--- src/rtl/multicycle_controller.sv ---
// Multi-cycle RV32I sequencing controller with its ALU decoder.
// Optional performance counters are built when MC_PERF_COUNTERS_EN is defined.

module alu_decoder (
   input  logic [1:0] alu_op,
   input  logic [2:0] funct3,
   input  logic       funct7_5,
   input  logic       op5,
   output logic [3:0] alu_control
);

   localparam logic [3:0] ALU_ADD  = 4'b0000;
   localparam logic [3:0] ALU_SUB  = 4'b0001;
   localparam logic [3:0] ALU_AND  = 4'b0010;
   localparam logic [3:0] ALU_OR   = 4'b0011;
   localparam logic [3:0] ALU_XOR  = 4'b0100;
   localparam logic [3:0] ALU_SLT  = 4'b0101;
   localparam logic [3:0] ALU_SLTU = 4'b0110;
   localparam logic [3:0] ALU_SLL  = 4'b0111;
   localparam logic [3:0] ALU_SRL  = 4'b1000;
   localparam logic [3:0] ALU_SRA  = 4'b1001;

   always_comb begin
      alu_control = ALU_ADD;
      case (alu_op)
         2'b00: alu_control = ALU_ADD;
         2'b01: alu_control = ALU_SUB;
         default: begin
            case (funct3)
               // instr[30] is an immediate bit for addi, so only R-type subtracts
               3'b000:  alu_control = (funct7_5 & op5) ? ALU_SUB : ALU_ADD;
               3'b001:  alu_control = ALU_SLL;
               3'b010:  alu_control = ALU_SLT;
               3'b011:  alu_control = ALU_SLTU;
               3'b100:  alu_control = ALU_XOR;
               3'b101:  alu_control = funct7_5 ? ALU_SRA : ALU_SRL;
               3'b110:  alu_control = ALU_OR;
               default: alu_control = ALU_AND;
            endcase
         end
      endcase
   end

endmodule

// state    | meaning
// FETCH    | read instruction at PC, PC <= PC + 4
// DECODE   | read registers, branch target into ALU-out
// MEMADR   | compute load/store address
// MEMREAD  | read data memory at ALU-out
// MEMWB    | write loaded data to register file
// MEMWRITE | write store data to memory
// EXEC_R   | register-register ALU operation
// EXEC_I   | register-immediate ALU operation
// ALUWB    | write ALU-out to register file
// JAL      | PC <= jump target, link = old PC + 4
// BRANCH   | compare rs1/rs2, conditionally load branch target
module multicycle_controller #(
   parameter int CNT_WIDTH = 32
) (
   input  logic                 clk,
   input  logic                 rst,
   input  logic [6:0]           opcode,
   input  logic [2:0]           funct3,
   input  logic                 funct7_5,
   input  logic                 zero,
   output logic                 pc_wr_en,
   output logic                 adr_src,
   output logic                 mem_wr_en,
   output logic                 ir_wr_en,
   output logic                 reg_wr_en,
   output logic [1:0]           result_src,
   output logic [1:0]           alu_src_a,
   output logic [1:0]           alu_src_b,
   output logic [2:0]           imm_src,
   output logic [3:0]           alu_control,
   output logic                 instr_done,
   output logic                 illegal_instr,
   output logic [CNT_WIDTH-1:0] cycle_count,
   output logic [CNT_WIDTH-1:0] instret_count
);

   localparam logic [6:0] OP_LOAD   = 7'b0000011;
   localparam logic [6:0] OP_STORE  = 7'b0100011;
   localparam logic [6:0] OP_R      = 7'b0110011;
   localparam logic [6:0] OP_I      = 7'b0010011;
   localparam logic [6:0] OP_JAL    = 7'b1101111;
   localparam logic [6:0] OP_BRANCH = 7'b1100011;

   typedef enum logic [3:0] {
      S_FETCH    = 4'd0,
      S_DECODE   = 4'd1,
      S_MEMADR   = 4'd2,
      S_MEMREAD  = 4'd3,
      S_MEMWB    = 4'd4,
      S_MEMWRITE = 4'd5,
      S_EXEC_R   = 4'd6,
      S_EXEC_I   = 4'd7,
      S_ALUWB    = 4'd8,
      S_JAL      = 4'd9,
      S_BRANCH   = 4'd10
   } state_t;

   state_t     state;
   state_t     state_next;
   state_t     out_state;
   logic       pc_update;
   logic       branch;
   logic       take;
   logic       ir_raw;
   logic       mem_wr_raw;
   logic       reg_wr_raw;
   logic       done_raw;
   logic       illegal_raw;
   logic [1:0] alu_op;

   always_ff @(posedge clk) begin
      if (rst) state <= S_FETCH;
      else     state <= state_next;
   end

   always_comb begin
      state_next = S_FETCH;
      case (state)
         S_FETCH: state_next = S_DECODE;
         S_DECODE: begin
            case (opcode)
               OP_LOAD, OP_STORE: state_next = S_MEMADR;
               OP_R:              state_next = S_EXEC_R;
               OP_I:              state_next = S_EXEC_I;
               OP_JAL:            state_next = S_JAL;
               OP_BRANCH:         state_next = S_BRANCH;
               default:           state_next = S_FETCH;
            endcase
         end
         S_MEMADR:   state_next = (opcode == OP_LOAD) ? S_MEMREAD : S_MEMWRITE;
         S_MEMREAD:  state_next = S_MEMWB;
         S_EXEC_R:   state_next = S_ALUWB;
         S_EXEC_I:   state_next = S_ALUWB;
         S_JAL:      state_next = S_ALUWB;
         default:    state_next = S_FETCH;
      endcase
   end

   // Selects show FETCH decode during reset; enables are masked below.
   assign out_state = rst ? S_FETCH : state;

   always_comb begin
      pc_update   = 1'b0;
      branch      = 1'b0;
      adr_src     = 1'b0;
      mem_wr_raw  = 1'b0;
      ir_raw      = 1'b0;
      reg_wr_raw  = 1'b0;
      done_raw    = 1'b0;
      illegal_raw = 1'b0;
      result_src  = 2'b00;
      alu_src_a   = 2'b00;
      alu_src_b   = 2'b00;
      alu_op      = 2'b00;
      case (out_state)
         S_FETCH: begin
            ir_raw     = 1'b1;
            alu_src_b  = 2'b10;
            result_src = 2'b10;
            pc_update  = 1'b1;
         end
         S_DECODE: begin
            alu_src_a = 2'b01;
            alu_src_b = 2'b01;
            case (opcode)
               OP_LOAD, OP_STORE, OP_R, OP_I, OP_JAL, OP_BRANCH: illegal_raw = 1'b0;
               default: illegal_raw = 1'b1;
            endcase
         end
         S_MEMADR: begin
            alu_src_a = 2'b10;
            alu_src_b = 2'b01;
         end
         S_MEMREAD: adr_src = 1'b1;
         S_MEMWB: begin
            result_src = 2'b01;
            reg_wr_raw = 1'b1;
            done_raw   = 1'b1;
         end
         S_MEMWRITE: begin
            adr_src    = 1'b1;
            mem_wr_raw = 1'b1;
            done_raw   = 1'b1;
         end
         S_EXEC_R: begin
            alu_src_a = 2'b10;
            alu_op    = 2'b10;
         end
         S_EXEC_I: begin
            alu_src_a = 2'b10;
            alu_src_b = 2'b01;
            alu_op    = 2'b10;
         end
         S_ALUWB: begin
            reg_wr_raw = 1'b1;
            done_raw   = 1'b1;
         end
         S_JAL: begin
            alu_src_a = 2'b01;
            alu_src_b = 2'b10;
            pc_update = 1'b1;
         end
         S_BRANCH: begin
            alu_src_a = 2'b10;
            alu_op    = 2'b01;
            branch    = 1'b1;
            done_raw  = 1'b1;
         end
         default: ;
      endcase
   end

   always_comb begin
      case (funct3)
         3'b000:  take = zero;
         3'b001:  take = ~zero;
         default: take = 1'b0;
      endcase
   end

   always_comb begin
      case (opcode)
         OP_STORE:  imm_src = 3'b001;
         OP_BRANCH: imm_src = 3'b010;
         OP_JAL:    imm_src = 3'b011;
         default:   imm_src = 3'b000;
      endcase
   end

   assign pc_wr_en      = (pc_update | (branch & take)) & ~rst;
   assign mem_wr_en     = mem_wr_raw & ~rst;
   assign ir_wr_en      = ir_raw & ~rst;
   assign reg_wr_en     = reg_wr_raw & ~rst;
   assign instr_done    = done_raw & ~rst;
   assign illegal_instr = illegal_raw & ~rst;

   alu_decoder u_alu_decoder (
      .alu_op      (alu_op),
      .funct3      (funct3),
      .funct7_5    (funct7_5),
      .op5         (opcode[5]),
      .alu_control (alu_control)
   );

`ifdef MC_PERF_COUNTERS_EN
   logic [CNT_WIDTH-1:0] cycle_q;
   logic [CNT_WIDTH-1:0] instret_q;

   always_ff @(posedge clk) begin
      if (rst) begin
         cycle_q   <= '0;
         instret_q <= '0;
      end else begin
         cycle_q <= cycle_q + 1'b1;
         if (instr_done) instret_q <= instret_q + 1'b1;
      end
   end

   assign cycle_count   = cycle_q;
   assign instret_count = instret_q;
`else
   assign cycle_count   = '0;
   assign instret_count = '0;
`endif

endmodule

--- config.mk ---
export PLATFORM = sky130hd
export DESIGN_NAME = multicycle_controller
export DESIGN_NICKNAME = d
export VERILOG_FILES = /design/src/rtl/multicycle_controller.sv
export SDC_FILE = /design/constraint.sdc
export NUM_CORES = 1
export LEC_CHECK = 0
export BUFFER_PORTS_ARGS = -buffer_cell sky130_fd_sc_hd__buf_2
export CAP_MARGIN = 30
export CORE_MARGIN = 10
export CORE_UTILIZATION = 30
export CTS_CLUSTER_DIAMETER = 40
export DETAILED_ROUTE_END_ITERATION = 10
export PLACE_DENSITY = 0.65
export SYNTH_ARGS = -nofsm -noshare
export SYNTH_HDL_FRONTEND = slang
export SYNTH_SLANG_ARGS = --single-unit
--- constraint.sdc ---
create_clock -name clk -period 3.5 [get_ports clk]
set_clock_uncertainty 0.05 [all_clocks]
set_input_delay 0.7 -clock clk [delete_from_list [all_inputs] [get_ports clk]]
set_output_delay 0.7 -clock clk [all_outputs]
set_load 0.02 [all_outputs]
### Word-level counts from Yosys, hierarchy flattened

Cells that the tools add are included.
W data, S select, Z words.

| storage, ports and cells | value |
|---|---|
| flip-flop bits (word level) | 4 |
| logic and storage cells | 79 |
| output and inout port bits | 84 |
| input bits | 14 |

| cells by class | value |
|---|---|
| eq/ne operators | 29 |
| bitwise logic cells | 11 |
| reduce and logical (&&, ||, !) cells | 15 |
| muxes and demuxes | 23 |

Operators with widths:

| operator | count |
|---|---|
| $pmux W4 S5 | 2 |
| $pmux W4 S7 | 1 |
| $eq A4 B3 Y1 const B | 6 |
| $eq A4 B2 Y1 const B | 4 |
| $eq A4 B4 Y1 const B | 4 |
| $pmux W2 S2 | 4 |
| $eq A7 B6 Y1 const B | 2 |
| $eq A7 B7 Y1 const B | 2 |
| $reduce_or A2 Y1 | 6 |
| $mux W1 | 11 |
| $eq A3 B3 Y1 const B | 3 |
| $and A1 B1 Y1 | 8 |
| $eq A4 B1 Y1 const B | 2 |
| $logic_not A4 Y1 | 2 |
| $pmux W4 S2 | 1 |
| $reduce_or A4 Y1 | 2 |
| $eq A7 B2 Y1 const B | 1 |
| $eq A7 B5 Y1 const B | 1 |
| $eq A3 B2 Y1 const B | 2 |
| $pmux W2 S3 | 1 |
| $reduce_or A3 Y1 | 2 |
| $reduce_or A6 Y1 | 1 |
| $mux W4 | 1 |
| $eq A3 B1 Y1 const B | 1 |
| 7 further kinds | 8 |

### Longest topological paths before layout

| depth | value |
|---|---|
| word-level depth | 6 |
| mapped depth | 5 |
| gate-level depth less buffers | 3 |

### Cells and area by module

From an unflattened synthesis, not the netlist that was laid out.

| second synthesis, totals | value |
|---|---|
| cell total of the unflattened synthesis | 153 |
| area total of the unflattened synthesis | 1082.3 um2 |

Modules (own cells, without submodules):

| module | cells each | instances | seq. area each (um2) | area an instance (um2) |
|---|---|---|---|---|
| multicycle_controller | 140 | 1 | 80.1 | 999.7 |
| alu_decoder | 13 | 1 | 0.0 | 82.6 |

### Worst setup path after synthesis

Ideal clock, no wire load.

| path | value |
|---|---|
| path kind | input-to-output |
| from | in zero |
| to | out pc_wr_en |
| setup slack | 675 ps |
| arrival time | 2075 ps |
| buffers on the path | 0 |
| required time | 2750 ps |
| cell stages on the path | 3 |
| cells stage by stage | xor2_1 -> a41oi_1 -> a2111oi_0 |

| on the way | value |
|---|---|
| longest elaborated chain between the ends | 5 |

RTL lines:

| item | line | RTL |
|---|---|---|
| from (decl) | 66 | `input logic zero,` |
| $not A1 Y1 | 222 | `3'b001: take = ~zero;` |
| $pmux W1 S2 (*) | 220 | `case (funct3)` |
| $and A1 B1 Y1 (*) | 236 | `assign pc_wr_en = (pc_update \| (branch & take)) & ~rst;` |
| $or A1 B1 Y1 (*) | 236 |  |
| $and A1 B1 Y1 (*) | 236 |  |
| to (decl) | 67 | `output logic pc_wr_en,` |

Mark *: on every way between the ends. The rest lies on a longest branch, timed or not.

### Worst setup path after layout

| path | value |
|---|---|
| from | in opcode[4] |
| to | out illegal_instr |

| on the way | value |
|---|---|
| longest elaborated chain between the ends | 5 |
| elaborated cells on any way between the ends | 10 |
| classes of those cells | eq/ne (6); mux (2); bitwise (1); reduce/logical (1) |

RTL lines:

| item | line | RTL |
|---|---|---|
| from (decl) | 63 | `input logic [6:0] opcode,` |
| $eq A7 B2 Y1 (tied with other cells) | 171 | `case (opcode)` |
| $reduce_or A6 Y1 (*) | 171 |  |
| $mux W1 (*) | 171 |  |
| $mux W1 (*) | 161 | `case (out_state)` |
| $and A1 B1 Y1 (*) | 241 | `assign illegal_instr = illegal_raw & ~rst;` |
| to (decl) | 78 | `output logic illegal_instr,` |

Marks and branches as above.

==> flow_metrics.tcl <==
set metrics [dict create \
    status "finished clean" \
    cp.arrival_ps 1860 \
    slowest_delay_ps 510 \
    ctsResizeCount 0 \
    grt_pass1_wl_um 4170 \
    grt_usage_pct 7.76 \
    holdPathStages 2 \
    drv_slew 0 \
    fp-row-count 22 \
    clk_pin_slew_ps 30 \
    fin_nets 194 \
    overflow 0 \
    area_growth_pct -1.66 \
    hold_start "state[3]$_SDFF_PP0_" \
    maxSlewHeadroom_pct 58.6 \
    slowest_stage "or3_2" \
    diodes 0 \
    cp_cell_sequence "buf_2 > nand2b_1 > or3_2 > nor4b_2 > buf_2" \
    rsz0062_at_grt "false" \
    crit_path_end_kind "output pin" \
    critical_path_class "in -> out" \
    clock-sinks 4 \
    synth-seq-area-share_pct 7.10 \
    grt_max_degree 20 \
    cap_violations 0 \
    avgSynthCellArea_um2 7.47 \
    cts_buffers 3 \
    setup-tns-final_ps 0 \
    period_share_pct 74.7 \
    reg_top3 "state: 4 flops" \
    r2r-end "state[3]$_SDFF_PP0_" \
    die_h_um 81.3 \
    clock_path_buffers 2 \
    postSynthCellCount 151 \
    grt_antenna_before_repair 0 \
    ir_worst_vdd_mv 0.0904 \
    clockRootBuffer "clkbuf_8" \
    crit_buf_inv 2 \
    vias 920 \
    h-tree-depth 1 \
    largest_reg_flops 4 \
    top_register "state" \
    drc_errors 0 \
    cts_tree "done" \
    grt_pass1_vias 911 \
    reg2reg_depth 3 \
    worstPathRequired_ps 2750 \
    die-area_mm2 0.00662 \
    ys_ff_latch 4 \
    drt_wl_total_um 2890 \
    drtPass1Iterations 4 \
    worstMarginPinSlew_ps 621 \
    ys_types 41 \
    syn_area_mm2 0.00113 \
    drive_gt1_share_pct 24.7 \
    p_per_area_mw_per_mm2 243 \
    hold_viol 0 \
    synth_warnings 0 \
    insertion_delay_ps 220 \
    fmax_mhz 383 \
    wl_per_cell_um 12.8 \
    setup.worst_path.start_class "input pin" \
    fp.dieW_um 81.3 \
    crit_path_frequent_cell "buf_2" \
    io_buffers 32 \
    place_hpwl_um 2450 \
    gp_congestion 0.733 \
    crit_fanout 6 \
    design.core.area_mm2 0.00366 \
    rrSetupSlack_ps 1730 \
    p_leak_uw 0.000572 \
    ant_nets 0 \
    hold_buffers 0 \
    io_pins 98 \
    fin_util_pct 30.3 \
    drt-initial-drc-count 26 \
    setup_viol 0 \
    post_cts_buffers 0 \
    hold_path_end "state[3]$_SDFF_PP0_" \
    avgViaCountPerCell 4.07 \
    layout_min_cycle_time_ps 2610 \
    r2r-start "state[0]$_SDFF_PP0_" \
    hold_class "reg -> reg" \
    cp_top_family "simple AND/OR/NAND/NOR gates" \
    initial_core_util_pct 30.8 \
]
final cells by class:
type	instances	area, um2
well taps	48	60.1
multi-input cells	135	753
flip-flops and latches	4	80.1
inverters	4	15.0
clock buffers	3	41.3
fillers	444	2550
repair buffers	32	160
placed cells by master, fill, tap and decap left out, types with 2 or more instances in the layout:
master and instances:
xor2_1 4, o21a_1 2, nor2_1 8, nor4bb_1 2
a31oi_1 2, inv_1 4, o41ai_1 2, nor4_1 4
nand2b_1 4, or2_2 2, o31ai_1 2, or4b_1 3
conb_1 65, xnor2_1 2, buf_2 32, nor3_1 5
nand2_1 3, a21oi_1 4, nor3b_1 2, dfxtp_1 4
clkbuf_8 3
tightest hold or removal path, delay by kind of cell, from the launching register on:
family,cells,cell delay [ps]
and+or+nand+nor,1,110
DFF,1,430
AOI/OAI and AO/OA,1,60
routing by layer:
metal,part of all wire (%),vias up,track usage (%),routed length (um)
li1,-,445,-,-
met5,0,-,0,0
met1,40,413,9.16,1140
met3,13,4,1.99,366
met2,46,58,12.3,1320
met4,2.0,0,4.67,59
where the power goes:
part	switching, uW	internal [uW]	total [uW]
combinational	96.5	23.2	120
sequential	5.09	47.0	52.1
clock	24.6	73.4	97.9
total	126	144	270
worst max path at each step:
stage / start / endpoint / cells after the start
2_1_floorplan: zero / pc_wr_en / 3
3_3_place_gp: opcode[4] / illegal_instr / 5
3_5_place_dp: opcode[4] / illegal_instr / 5
4_1_cts: opcode[4] / illegal_instr / 5
5_1_grt: state[1]$_SDFF_PP0_ / alu_control[3] / 4
6_report: opcode[4] / illegal_instr / 5
per-stage QoR:
stage / setup slack, ps / std cells / hold WS (ps) / power (uW) / area (um2)
3_3_place_gp: 926 / 223 / 582 / 168 / 1070
3_5_place_dp: 877 / 223 / 589 / 168 / 1070
5_1_grt: 743 / 226 / 655 / 285 / 1110
2_1_floorplan: 675 / 215 / 501 / 201 / 1370
4_1_cts: 878 / 226 / 594 / 269 / 1110
6_report: 886 / 226 / 602 / 270 / 1110
cell usage after synthesis:
cell	instances	share of area, %
o22ai_1	1	0.55
clkbuf_1	2	0.67
o21a_1	2	1.3
and3b_1	1	0.78
nor4bb_1	2	1.8
or3_2	1	0.67
o41ai_1	2	1.6
or4b_1	3	2.7
or3b_2	1	0.78
xnor2_1	2	1.6
a2111oi_0	1	0.78
mux2i_1	1	0.89
nand4bb_4	1	2.4
inv_1	4	1.3
or2_1	1	0.55
buf_4	65	43
nor3_1	5	2.2
xor2_1	4	3.1
nor4_1	4	2.2
o31a_2	1	0.89
nor3b_1	2	1.3
a211oi_1	1	0.67
nand3b_1	1	0.67
or2_2	2	1.1
a21oi_1	4	1.8
or4_1	1	0.67
a31oi_1	2	1.1
dfxtp_1	4	7.1
nand2b_1	4	2.2
nor3b_2	1	1.1
or3_1	1	0.55
nor2b_1	1	0.55
nand3_2	1	0.89
a41oi_1	1	0.78
nor4b_2	1	1.3
o31ai_1	2	1.3
buf_2	5	2.2
nor2_1	8	2.7
o21bai_1	1	0.67
conb_1	1	0.33
nand2_1	3	1.0
logic make-up after synthesis:
logic type	count (synthesis)	share of synthesized area, %
xor gates and xnor gates	6	4.66
and+or+nand+nor	45	28.2
buffers and inverters	76	47.4
other	1	0.332
DFF	4	7.10
AOI/OAI and AO/OA	18	11.4
muxes	1	0.887
Note: power is estimated with default switching activity, not from simulation.
